File: src/rtl/uart_cmd_led_ctrl.sv
// UART command interpreter: buffers a line of text, decodes LED commands on CR,
// and sends "OK", "ER" or a hex LED report back through the transmit handshake.
module uart_cmd_led_ctrl #(
  parameter int unsigned LED_W     = 8,
  parameter int unsigned BUF_DEPTH = 16,
  parameter bit          ECHO_EN   = 1'b1
) (
  input  logic             clk,
  input  logic             rst,
  input  logic [7:0]       rx_data,
  input  logic             rx_valid,
  output logic [7:0]       tx_data,
  output logic             tx_valid,
  input  logic             tx_ready,
  output logic [LED_W-1:0] led,
  output logic             cmd_err,
  output logic             rx_drop
);

  localparam int unsigned CNT_W  = $clog2(BUF_DEPTH + 1);
  localparam int unsigned AW     = $clog2(BUF_DEPTH);
  localparam int unsigned NIB    = (LED_W + 3) / 4;
  localparam int unsigned SNAP_W = NIB * 4;
  localparam int unsigned IDX_W  = 3;

  localparam logic [CNT_W-1:0] FULL   = CNT_W'(BUF_DEPTH);
  localparam logic [4:0]       LED_W5 = 5'(LED_W);
  localparam logic [7:0]       CH_CR  = 8'h0D;
  localparam logic [7:0]       CH_LF  = 8'h0A;
  localparam logic [7:0]       CH_BS  = 8'h08;

  typedef enum logic [1:0] {COLLECT, EXEC, RESP, DRAIN} state_t;
  typedef enum logic [1:0] {R_OK, R_ER, R_QRY} resp_t;

  state_t             state, state_n;
  resp_t              kind, kind_n, kind_c;
  logic [CNT_W-1:0]   count, count_n;
  logic               ovf, ovf_n;
  logic [LED_W-1:0]   led_n, led_new_c, mask_c;
  logic [SNAP_W-1:0]  snap, snap_n;
  logic [IDX_W-1:0]   idx, idx_n, last_c;
  logic [7:0]         tx_data_n;
  logic               tx_valid_n, cmd_err_n, rx_drop_n;
  logic               buf_we, reject_c, dhex_c;
  logic [4:0]         dval_c;
  logic [7:0]         op_c, dch_c;
  logic [7:0]         cmd_buf [BUF_DEPTH];

  function automatic logic [7:0] hex_char(input logic [3:0] n);
    return (n < 4'd10) ? (8'h30 + 8'(n)) : (8'h37 + 8'(n));
  endfunction

  function automatic logic [7:0] resp_byte(input resp_t k, input logic [IDX_W-1:0] i,
                                           input logic [SNAP_W-1:0] s);
    logic [3:0] nib;
    logic [7:0] b;
    nib = 4'(s >> (4 * (NIB - 1 - 32'(i))));
    b   = CH_LF;
    if (k == R_QRY) begin
      if (32'(i) < NIB)       b = hex_char(nib);
      else if (32'(i) == NIB) b = CH_CR;
    end else begin
      case (i)
        3'd0:    b = (k == R_OK) ? 8'h4F : 8'h45;
        3'd1:    b = (k == R_OK) ? 8'h4B : 8'h52;
        3'd2:    b = CH_CR;
        default: b = CH_LF;
      endcase
    end
    return b;
  endfunction

  // Command decode from the buffered line; stable from the CR cycle through EXEC
  always_comb begin
    op_c      = cmd_buf[0];
    dch_c     = cmd_buf[1];
    dhex_c    = 1'b0;
    dval_c    = 5'd0;
    reject_c  = 1'b1;
    kind_c    = R_ER;
    led_new_c = led;
    if (dch_c >= 8'h30 && dch_c <= 8'h39) begin
      dhex_c = 1'b1;
      dval_c = 5'(dch_c - 8'h30);
    end else if (dch_c >= 8'h41 && dch_c <= 8'h46) begin
      dhex_c = 1'b1;
      dval_c = 5'(dch_c - 8'h37);
    end
    mask_c = LED_W'(1) << dval_c;
    if (!ovf && count == CNT_W'(1)) begin
      case (op_c)
        8'h31: begin reject_c = 1'b0; kind_c = R_OK;  led_new_c = '1; end
        8'h30: begin reject_c = 1'b0; kind_c = R_OK;  led_new_c = '0; end
        8'h3F: begin reject_c = 1'b0; kind_c = R_QRY; end
        default: ;
      endcase
    end else if (!ovf && count == CNT_W'(2) && dhex_c && dval_c < LED_W5) begin
      case (op_c)
        8'h54: begin reject_c = 1'b0; kind_c = R_OK; led_new_c = led ^ mask_c;  end
        8'h53: begin reject_c = 1'b0; kind_c = R_OK; led_new_c = led | mask_c;  end
        8'h43: begin reject_c = 1'b0; kind_c = R_OK; led_new_c = led & ~mask_c; end
        default: ;
      endcase
    end
  end

  assign last_c = (kind == R_QRY) ? IDX_W'(NIB + 1) : IDX_W'(3);

  // Next-state and next-output logic
  always_comb begin
    state_n    = state;
    kind_n     = kind;
    count_n    = count;
    ovf_n      = ovf;
    led_n      = led;
    snap_n     = snap;
    idx_n      = idx;
    tx_data_n  = tx_data;
    tx_valid_n = tx_valid;
    cmd_err_n  = 1'b0;
    rx_drop_n  = 1'b0;
    buf_we     = 1'b0;
    if (tx_valid && tx_ready) tx_valid_n = 1'b0;
    case (state)
      COLLECT: begin
        if (rx_valid) begin
          if (rx_data == CH_CR) begin
            state_n   = EXEC;
            cmd_err_n = reject_c;
          end else if (rx_data == CH_LF) begin
            state_n = COLLECT;
          end else if (rx_data == CH_BS) begin
            if (count != '0) begin
              count_n = count - CNT_W'(1);
              if (ECHO_EN && !tx_valid) begin
                tx_data_n  = CH_BS;
                tx_valid_n = 1'b1;
              end
            end
          end else if (count < FULL) begin
            buf_we  = 1'b1;
            count_n = count + CNT_W'(1);
            if (ECHO_EN && !tx_valid) begin
              tx_data_n  = rx_data;
              tx_valid_n = 1'b1;
            end
          end else begin
            ovf_n     = 1'b1;
            rx_drop_n = 1'b1;
          end
        end
      end
      EXEC: begin
        rx_drop_n = rx_valid;
        led_n     = led_new_c;
        kind_n    = kind_c;
        snap_n    = SNAP_W'(led);
        idx_n     = '0;
        state_n   = tx_valid ? DRAIN : RESP;
      end
      DRAIN: begin
        rx_drop_n = rx_valid;
        if (!tx_valid || tx_ready) state_n = RESP;
      end
      RESP: begin
        rx_drop_n = rx_valid;
        if (!tx_valid) begin
          tx_data_n  = resp_byte(kind, idx, snap);
          tx_valid_n = 1'b1;
        end else if (tx_ready) begin
          if (idx == last_c) begin
            tx_valid_n = 1'b0;
            count_n    = '0;
            ovf_n      = 1'b0;
            state_n    = COLLECT;
          end else begin
            idx_n      = idx + IDX_W'(1);
            tx_data_n  = resp_byte(kind, idx + IDX_W'(1), snap);
            tx_valid_n = 1'b1;
          end
        end
      end
      default: state_n = COLLECT;
    endcase
  end

  // State and output registers
  always_ff @(posedge clk or posedge rst) begin
    if (rst) begin
      state    <= COLLECT;
      kind     <= R_OK;
      count    <= '0;
      ovf      <= 1'b0;
      led      <= '0;
      snap     <= '0;
      idx      <= '0;
      tx_data  <= 8'h00;
      tx_valid <= 1'b0;
      cmd_err  <= 1'b0;
      rx_drop  <= 1'b0;
    end else begin
      state    <= state_n;
      kind     <= kind_n;
      count    <= count_n;
      ovf      <= ovf_n;
      led      <= led_n;
      snap     <= snap_n;
      idx      <= idx_n;
      tx_data  <= tx_data_n;
      tx_valid <= tx_valid_n;
      cmd_err  <= cmd_err_n;
      rx_drop  <= rx_drop_n;
    end
  end

  // Command line storage
  always_ff @(posedge clk) begin
    if (buf_we) cmd_buf[AW'(count)] <= rx_data;
  end

endmodule

File: config.mk
export PLATFORM = sky130hd
export DESIGN_NAME = uart_cmd_led_ctrl
export DESIGN_NICKNAME = d
export VERILOG_FILES = /design/src/rtl/uart_cmd_led_ctrl.sv
export SDC_FILE = /design/constraint.sdc
export NUM_CORES = 1
export LEC_CHECK = 0
export ABC_AREA = 1
export BUFFER_PORTS_ARGS = -buffer_cell sky130_fd_sc_hd__buf_4
export CAP_MARGIN = 20
export CORE_MARGIN = 1.5
export CORE_UTILIZATION = 32
export CTS_BUF_LIST = sky130_fd_sc_hd__clkbuf_8 sky130_fd_sc_hd__clkbuf_16
export DETAILED_ROUTE_END_ITERATION = 8
export PLACE_DENSITY_LB_ADDON = 0.08
export SYNTH_ARGS = -nofsm -noshare
export SYNTH_HDL_FRONTEND = slang
export SYNTH_SLANG_ARGS = --single-unit
File: constraint.sdc
create_clock -name clk -period 3.45 [get_ports clk]
set_input_delay 0.1725 -clock clk [delete_from_list [all_inputs] [get_ports clk]]
set_output_delay 0.1725 -clock clk [all_outputs]
set_load 0.005 [all_outputs]
==> results.txt <==
CP endpoint kind = flop
commonest register cell after synthesis = dfrtp_1
Hold Path Class = in2async
DR vias = 3742
post-synth cell types = 45
CTS tree = done
r2r startpoint = idx[0]$_DFFE_PP0P_
warnings from Yosys = 0
count leader, synth = nand2_1
Critical Path Source = idx[0]$_DFFE_PP0P_
top cells by area, synth = dfrtp_1, nand2_1, edfxtp_1, ha_1, nand3_1
Core Box Area = 0.0128 sq mm
Largest delay share family, worst path = simple AND/OR/NAND/NOR gates
Worst Skew = 5.85 ps
violations in the final reports = negative hold slack
critical path arrival = 2820 ps
Overall Global Routing Usage = 16.7%
WL per Instance = 14.1 um
fin worst setup slack = 830 ps
area leader, netlist = dfrtp_1
Final Cycle Share = 75.9%
antenna violations before repair = 0
Routed WL = 11.0 mm
final setup fails = 0
CTS max path bufs = 2
CTS resizes = 0
cell repeated most along the worst path = nand2_1
reg2reg setup slack = 830 ps
FMAX = 382 MHz
Initial DRT Pass Iterations = 4
Post-Syn Area per Cell = 7.41 sq um
Startpoint Class = flop
Power, Total = 3.06 mW
Slowest-stage cell, CP = dfrtp_1
CP bufs+invs = 2
vias per cell = 4.82
number of synthesized flops with an enable pin = 16
asr flop ratio synth = 71.4%
top cell type's share of synthesized area = 23.6%
Die X = 118 um
Root Buffer = clkbuf_16
setup repair bufs after CTS = 0
worst skew pair latency = 310 ps
syn nets = 615
CTS HTree Levels = 2
outcome = finished with violations
pin count of the biggest net entering global routing = 41
DP HPWL = 8.66 mm
total CTS buffers = 5
critical path's largest stage delay = 680 ps
vias in the first global route = 3692
Post-Syn Instances = 573
Detail Route Antenna Nets = 0
RSZ-0062 raised after global routing = no
fill count = 1396
Placement Rows = 41
maximum vdd drop = 0.273 mV
first-pass GRT wire length = 18.7 mm
Cell Area, Placed = 0.00464 sq mm
Cell Chain, Critical Path = inv_2 > ha_1 > inv_1 > nand2_1 > nor2_1 > o21ai_1 > ha_1 > nand2_1 > nand3_1 > nand2_1 > o21ai_0 > nand2_1 > nand2_1 > nor2_1 > nor2_1
GP Congestion = 0.848
initial drt markers = 208
pwr dens = 638 mW/mm^2
Design Area, Final = 0.00480 sq mm
worst slew pin tran = 673 ps
Max transition margin = 55.0%
Slew Viols, Final = 0
hold buffers post-CTS = 0
#FFs+latches synth = 56
final-report hold violation count = 29
Seq. cell area = 0.00148 sq mm
Critical Path RT = 3650 ps
R2R Path End = tx_data[4]$_DFFE_PP0P_
Worst Path Class, Setup = reg2reg
Max FO, Critical Path = 17
synthesized area = 0.00425 sq mm
critical path endpoint = tx_data[4]$_DFFE_PP0P_
I/O pin total = 31
CTS sink cnt = 56
synth cell count leaders = nand2_1, inv_1, nand3_1
worst-case reg-to-reg path depth = 15
share of layout cells above drive strength 1 = 15.5%
grt ovf = 0
maxcap violations = 0
Place WS = 875 ps
Seq/Total Area, Yosys = 34.9%
antenna cells = 0
final critical-path required period = 2620 ps
Layout Nets = 646
critical path depth in cells = 15
DIE AREA = 0.0140 sq mm
Min Hold Slack = -19.1 ps
Layout area overhead = 13.0%
DRC = 0
clock-pin slew on the worst setup and hold paths = 80 ps
Buffers on Ports = 30
Multi-input gate area = 0.00244 sq mm
die span in y = 118 um
Initial Util = 33.2%
final setup TNS = 0 ps
Leakage = 2.34 nW
[worst reg2reg max path: cells and delay by family, from the launching register on]
family                   cells  cell delay (ps)
AND/OR/NAND/NOR              9              750
flip-flops                   1              680
adder cells (fa/ha/maj)      2              610
buffers and inverters        2              270
AO/OA/AOI/OAI                2              200
[stage by stage]
stage	std cells	utilization, %
2_1_floorplan	573	-
3_3_place_gp	769	36.4
3_5_place_dp	769	36.4
4_1_cts	777	37.5
5_1_grt	777	37.5
6_report	777	37.5
[layout by cell type (no fill, tap or decap), types with 2 or more instances in the layout]
cell type,instances
o211ai_2,8
dfrtp_1,40
nor3_4,2
clkbuf_16,5
o22ai_1,4
inv_2,8
xnor2_1,2
inv_1,61
nor3_1,8
nor2_1,42
o21ai_1,6
edfxtp_1,16
nor2_2,6
a31oi_1,3
xor2_1,5
a21oi_1,16
nand2_4,2
nor2_4,7
nand4_1,7
nand3_1,61
o21ai_0,26
clkinv_1,2
ha_1,30
nand2_1,173
nand2_2,10
buf_4,31
clkinv_4,2
nand3_2,4
[how the worst min path moves through the flow]
| stage | end | slack, ps |
|---|---|---|
| after floorplan | cmd_buf[0][0]$_DFFE_PP_ | 270 |
| after global placement | count[0]$_DFFE_PP0P_ | 340 |
| after detailed placement | count[0]$_DFFE_PP0P_ | 340 |
| after CTS | count[0]$_DFFE_PP0P_ | 1 |
| after global routing | count[0]$_DFFE_PP0P_ | 40 |
| final | count[0]$_DFFE_PP0P_ | -20 |
[metal layers]
layer	track usage (%)	part of all wire, %	up-vias	routed length, um
li1	-	-	1942	-
met1	21.8	48	1750	5260
met2	28.6	48	43	5300
met3	2.75	2.6	7	290
met4	4.34	0.98	0	107
met5	0	0	-	0
[flip-flops by register name (all words and copies together), names as in the netlist]
| register | count |
|---|---|
| cmd_buf | 16 |
| cmd_err | 1 |
| count | 5 |
| idx | 3 |
| kind | 2 |
| led | 8 |
| ovf | 1 |
| rx_drop | 1 |
| snap | 8 |
| state | 2 |
| tx_data | 8 |
| tx_valid | 1 |
[cells by family (layout without fill, tap and decap cells)]
| logic type | count (synthesis) | in the layout | share of synthesized area, % |
|---|---|---|---|
| compound gates | 74 | 74 | 11.4 |
| buf+inv | 79 | 111 | 7.66 |
| fa+ha+maj | 30 | 30 | 8.84 |
| flops | 56 | 56 | 34.9 |
| simple gates | 327 | 327 | 35.7 |
| xor+xnor | 7 | 7 | 1.44 |
[area by class of cell]
cell class / instances / share of cell area [%]
multi-input combinational: 438 / 50.8
sequential: 56 / 30.9
inverter: 72 / 5.74
timing repair buffer: 31 / 4.85
tap: 172 / 4.49
clock buffer: 5 / 2.61
clock inverter: 3 / 0.574
[power by group]
group	internal, mW	total (mW)	switching [mW]
logic	0.543	1.54	0.999
registers	0.828	0.984	0.156
clock network	0.276	0.535	0.259
Power figures use the tool's default switching activity.
